## config.mk

```make
export PLATFORM = sky130hd
export DESIGN_NAME = trans_chroma
export DESIGN_NICKNAME = d
export VERILOG_FILES = /design/src/rtl/trans_chroma.sv
export SDC_FILE = /design/constraint.sdc
export NUM_CORES = 1
export LEC_CHECK = 0
export BUFFER_PORTS_ARGS = -buffer_cell sky130_fd_sc_hd__buf_2
export CAP_MARGIN = 20
export CORE_MARGIN = 5
export CORE_UTILIZATION = 66
export CTS_BUF_LIST = sky130_fd_sc_hd__clkbuf_4 sky130_fd_sc_hd__clkbuf_8 sky130_fd_sc_hd__clkbuf_16
export CTS_CLUSTER_DIAMETER = 30
export DETAILED_ROUTE_END_ITERATION = 8
export PLACE_DENSITY_LB_ADDON = 0.25
export SLEW_MARGIN = 20
export SYNTH_ARGS = -nofsm -noshare
export SYNTH_HDL_FRONTEND = slang
export SYNTH_SLANG_ARGS = --single-unit
```

## constraint.sdc

```tcl
create_clock -name clk -period 14.2 [get_ports clk]
set_clock_uncertainty 0.05 [all_clocks]
set_input_delay 2.13 -clock clk [delete_from_list [all_inputs] [get_ports clk]]
set_output_delay 2.13 -clock clk [all_outputs]
set_load 0.05 [all_outputs]
```

## src/rtl/trans_chroma.sv

```systemverilog
// Luma-dependent chroma transform for the skintone path.
// One pixel in flight; iterative restoring divider, single clock.
module trans_chroma #(
  parameter int DW       = 8,
  parameter int K_L      = 125,
  parameter int K_H      = 188,
  parameter int Y_MIN    = 16,
  parameter int Y_MAX    = 235,
  parameter int C_MID    = 108,
  parameter int W_C      = 47,
  parameter int SLOPE_LO = 23,
  parameter int SLOPE_HI = 54,
  parameter int WB_LO    = 23,
  parameter int WS_LO    = 56,
  parameter int WB_HI    = 14,
  parameter int WS_HI    = 180
) (
  input  logic          clk,
  input  logic          rst,
  input  logic [DW-1:0] in_y,
  input  logic [DW-1:0] in_c,
  input  logic          in_valid,
  output logic          in_ready,
  output logic [DW-1:0] out_c,
  output logic          out_bypass,
  output logic          out_valid,
  input  logic          out_ready
);

  localparam int NB = 2*DW+2;
  localparam int AW = 2*DW+3;
  localparam int CW = $clog2(NB+1);

  localparam logic [DW-1:0] YMIN = DW'(Y_MIN);
  localparam logic [DW-1:0] YMAX = DW'(Y_MAX);
  localparam logic [DW-1:0] KL   = DW'(K_L);
  localparam logic [DW-1:0] KH   = DW'(K_H);
  localparam logic [CW-1:0] CLAST = CW'(NB-1);

  localparam logic signed [AW-1:0] S_KL   = AW'(K_L);
  localparam logic signed [AW-1:0] S_KH   = AW'(K_H);
  localparam logic signed [AW-1:0] S_YMIN = AW'(Y_MIN);
  localparam logic signed [AW-1:0] S_YMAX = AW'(Y_MAX);
  localparam logic signed [AW-1:0] S_MID  = AW'(C_MID);
  localparam logic signed [AW-1:0] S_WC   = AW'(W_C);
  localparam logic signed [AW-1:0] S_SLO  = AW'(SLOPE_LO);
  localparam logic signed [AW-1:0] S_SHI  = AW'(SLOPE_HI);
  localparam logic signed [AW-1:0] S_WBL  = AW'(WB_LO);
  localparam logic signed [AW-1:0] S_WSL  = AW'(WS_LO);
  localparam logic signed [AW-1:0] S_WBH  = AW'(WB_HI);
  localparam logic signed [AW-1:0] S_WSH  = AW'(WS_HI);
  localparam logic signed [AW-1:0] S_ONE  = AW'(1);
  localparam logic signed [AW-1:0] S_CMAX = AW'((1 << DW) - 1);

  typedef enum logic [2:0] {
    IDLE,
    CALC,
    DIV,
    FIN,
    OUT
  } state_e;

  state_e          state_q;
  logic [DW-1:0]   y_q;
  logic [DW-1:0]   c_q;
  logic            sign_q;
  logic [NB-1:0]   dvd_q;
  logic [NB-1:0]   dvs_q;
  logic [NB-1:0]   rem_q;
  logic [CW-1:0]   cnt_q;
  logic [DW-1:0]   out_c_q;
  logic            out_byp_q;
  logic            out_vld_q;

  logic [DW-1:0]          yc_d;
  logic signed [AW-1:0]   ys_d;
  logic signed [AW-1:0]   cs_d;
  logic signed [AW-1:0]   ctr_d;
  logic signed [AW-1:0]   wid_d;
  logic signed [AW-1:0]   num_d;
  logic signed [AW-1:0]   mag_d;
  logic                   byp_d;

  always_comb begin
    yc_d = y_q;
    if (y_q < YMIN) yc_d = YMIN;
    else if (y_q > YMAX) yc_d = YMAX;
    ys_d  = $signed(AW'(yc_d));
    cs_d  = $signed(AW'(c_q));
    byp_d = (yc_d >= KL) && (yc_d <= KH);
    // Slopes are signed Q8; >>> floors toward -inf.
    if (yc_d < KL) begin
      ctr_d = S_MID + (((S_KL - ys_d) * S_SLO) >>> 8);
      wid_d = S_WBL + (((ys_d - S_YMIN) * S_WSL) >>> 8);
    end else begin
      ctr_d = S_MID + (((ys_d - S_KH) * S_SHI) >>> 8);
      wid_d = S_WBH + (((S_YMAX - ys_d) * S_WSH) >>> 8);
    end
    if (wid_d < S_ONE) wid_d = S_ONE;
    num_d = (cs_d - ctr_d) * S_WC;
    mag_d = num_d[AW-1] ? -num_d : num_d;
  end

  logic [NB:0]   rem_sh;
  logic [NB:0]   rem_nx;
  logic          ge;
  logic [NB-1:0] dvd_nx;

  always_comb begin
    rem_sh = {rem_q, dvd_q[NB-1]};
    ge     = rem_sh >= {1'b0, dvs_q};
    rem_nx = ge ? rem_sh - {1'b0, dvs_q} : rem_sh;
    dvd_nx = {dvd_q[NB-2:0], ge};
  end

  logic signed [AW-1:0] q_ext;
  logic signed [AW-1:0] res_d;
  logic [DW-1:0]        sat_d;

  always_comb begin
    q_ext = $signed(AW'(dvd_q));
    res_d = S_MID + (sign_q ? -q_ext : q_ext);
    if (res_d[AW-1]) sat_d = '0;
    else if (res_d > S_CMAX) sat_d = '1;
    else sat_d = DW'(res_d);
  end

  always_ff @(posedge clk or posedge rst) begin
    if (rst) begin
      state_q   <= IDLE;
      y_q       <= '0;
      c_q       <= '0;
      sign_q    <= 1'b0;
      dvd_q     <= '0;
      dvs_q     <= '0;
      rem_q     <= '0;
      cnt_q     <= '0;
      out_c_q   <= '0;
      out_byp_q <= 1'b0;
      out_vld_q <= 1'b0;
    end else begin
      unique case (state_q)
        IDLE: begin
          if (in_valid) begin
            y_q     <= in_y;
            c_q     <= in_c;
            state_q <= CALC;
          end
        end
        CALC: begin
          if (byp_d) begin
            out_c_q   <= c_q;
            out_byp_q <= 1'b1;
            out_vld_q <= 1'b1;
            state_q   <= OUT;
          end else begin
            sign_q  <= num_d[AW-1];
            dvd_q   <= NB'(mag_d);
            dvs_q   <= NB'(wid_d);
            rem_q   <= '0;
            cnt_q   <= '0;
            state_q <= DIV;
          end
        end
        DIV: begin
          rem_q <= NB'(rem_nx);
          dvd_q <= dvd_nx;
          cnt_q <= cnt_q + 1'b1;
          if (cnt_q == CLAST) state_q <= FIN;
        end
        FIN: begin
          out_c_q   <= sat_d;
          out_byp_q <= 1'b0;
          out_vld_q <= 1'b1;
          state_q   <= OUT;
        end
        OUT: begin
          if (out_ready) begin
            out_vld_q <= 1'b0;
            state_q   <= IDLE;
          end
        end
        default: state_q <= IDLE;
      endcase
    end
  end

  assign in_ready   = (state_q == IDLE) && !rst;
  assign out_c      = out_c_q;
  assign out_bypass = out_byp_q;
  assign out_valid  = out_vld_q;

endmodule

```

==> flow_summary.yaml <==
sta:
  rsz0062_at_grt: "no"
  hold_viol_final: 0
  slew_viol_final: 0
  tightest_slew_ns: 0.939
  setup_viol: 0
  fmax_mhz: 75.2
  slew_headroom_pct: 36.7
  tns_ns: 0
  post-route-min-period_ns: 13.29
  period_share_pct: 93.6
cts:
  clkLatencyLatePin_ns: 0.36
  cts-root-buf: "clkbuf_16"
  cts.htree.levels: 3
  clockBufferDepth: 2
  cts_setup_buffers: 0
  cts_resized: 0
  clkTransAtPathRegs_ns: 0.07
  cts_tree: "built"
  clock-sinks: 82
  cts_buffers: 9
  hold_buffers: 0
critical_path:
  critPathArrivalTime_ns: 13.48
  slowest_delay_ns: 0.68
  critPathMostFrequentCell: "ha_1"
  cp-end-kind: "register"
  cp-start-kind: "register"
  path_class: "register to register"
  cp_slowest_cell: "or4_4"
  required_ns: 14.39
  crit_fanout: 12
drt:
  drt_wl_total_mm: 28.5
  via_count: 10700
  drtIter0Drc: 701
  viasPerCell: 5.89
  antenna_left: 0
  first_pass_iters: 5
  wl_per_cell_um: 15.7
  drc: 0
die:
  io_pins: 31
  die_area_um2: 22300
  die_w_um: 149
  start_util_pct: 66.4
  coreArea_um2: 19300
  die_y_um: 149
  fp-row-count: 51
synth:
  ys.flop_type: "dfrtp_1"
  synthesis.area_um2: 12800
  ys_seq_elements: 82
  synth.top_cells.by_count: "inv_1, ha_1, nor2_1, xnor2_1, o21ai_0"
  synth.largest_area_cell: "ha_1"
  ys_types: 80
  synth_top_cell_area_share_pct: 17.1
  synthCells: 1546
  async_flop_share_pct: 100
  ys_top_cells_by_area: "ha_1, dfrtp_1, fa_1"
  syn_avg_cell_area_um2: 8.31
  yosysMostFrequentCell: "inv_1"
  synth_edf_count: 0
  ys_warn_count: 0
  ys_seq_area_share_pct: 16.0
  synth_nets: 1820
placed_design:
  place.gp.congestion: 0.944
  hpwl_mm: 23.2
  numPortBuffers: 30
run_status:
  outcome: "complete, no violations"
global_route:
  grtUsageTotal_pct: 26.6
  grt_pass1_vias: 10300
  antenna_found_initial: 1
  grt_max_degree: 73
  grt_pass1_wl_mm: 49.0
  gr-total-overflow: 0
cells_and_area:
  n_fill_cell: 1569
  area_growth_pct: 4.76
  nNetsFinal: 1818
  drive_gt1_share_pct: 6.01
  diodes: 0
run:
  drv_cap: 0
worst_hold_path:
  worstHoldPathType: "register to register"
routing by layer:
layer,up-vias,track usage (%),wire length (µm)
li1,5274,-,-
met1,5103,37.1,13300
met2,248,43.4,13000
met3,43,4.06,1560
met4,2,7.55,585
met5,-,0,7
placed cells by master, fill, tap and decap left out, types with 14 or more instances in the layout:
master / n
dfrtp_1: 82
nand2_1: 84
nand2b_1: 19
a21o_1: 21
nor3_1: 38
inv_1: 235
mux2_2: 14
nor2_1: 96
nand3_1: 34
ha_1: 175
xor2_1: 50
a21oi_1: 75
mux2i_1: 19
o21a_1: 19
fa_1: 79
xnor2_1: 97
o21ai_0: 96
buf_2: 30
o31ai_1: 14
nor2b_1: 20
logic make-up after synthesis:
| family | Yosys count | synth area share, % |
|---|---|---|
| AND/OR/NAND/NOR | 384 | 15.1 |
| flip-flops | 82 | 16.0 |
| buffers and inverters | 293 | 8.91 |
| AO/OA/AOI/OAI | 351 | 17.6 |
| adder cells (fa/ha/maj) | 254 | 29.4 |
| XOR/XNOR | 148 | 10.2 |
| multiplexers | 34 | 2.83 |
state kept, by name, indices dropped and copies added (netlist names):
register    cells
dvd_q          18
rem_q          18
dvs_q          11
c_q             8
out_c           8
y_q             8
cnt_q           5
state_q         3
out_bypass      1
out_valid       1
sign_q          1
stage by stage:
| step | utilization [%] | hold WS [ns] | worst slack (ns) | instances | area (µm²) |
|---|---|---|---|---|---|
| floorplan | - | 0.393 | 2.54 | 1546 | 12800 |
| global placement | 68.2 | 0.416 | 1.30 | 1798 | 13200 |
| detailed placement | 68.2 | 0.424 | 0.896 | 1798 | 13200 |
| CTS | 69.6 | 0.435 | 0.850 | 1813 | 13400 |
| global route | 69.6 | 0.456 | 0.0543 | 1813 | 13500 |
| finish | 69.6 | 0.436 | 0.909 | 1813 | 13500 |
cell type report:
class	count	area (µm²)	share of cell area, %
Sequential cell	82	2050	15.3
Clock buffer	11	240	1.79
Tap cell	265	332	2.46
Multi-Input combinational cell	1171	9680	71.9
Timing Repair Buffer	39	218	1.62
Clock inverter	4	28.8	0.214
Inverter	241	906	6.73
final timing paths:
path,startpoint,endpoint,slack [ns],cells past startpoint
max,y_q[7]$_DFFE_PP0P_,dvd_q[4]$_DFFE_PP0P_,0.91,46
min,cnt_q[4]$_DFFE_PP0P_,cnt_q[4]$_DFFE_PP0P_,0.44,1
max reg2reg,y_q[7]$_DFFE_PP0P_,dvd_q[4]$_DFFE_PP0P_,0.91,46
min reg2reg,cnt_q[4]$_DFFE_PP0P_,cnt_q[4]$_DFFE_PP0P_,0.44,1
max in group asynchronous,rst,out_c[3]$_DFFE_PP0P_,11.29,3
min in group asynchronous,rst,rem_q[9]$_DFFE_PP0P_,1.63,2
critical path, delay by kind of cell, from the launching register on:
| kind | cells | cell delay, ns |
|---|---|---|
| buffers and inverters | 7 | 0.89 |
| adders and majority gates | 12 | 4.59 |
| xor gates and xnor gates | 3 | 0.57 |
| muxes | 1 | 0.14 |
| AOI/OAI and AO/OA | 11 | 2.83 |
| DFF | 1 | 0.56 |
| and+or+nand+nor | 12 | 3.55 |
Power is left out: the tool's default activity adds up to more than one toggle a clock period on the data nets, which glitch-free logic cannot reach.
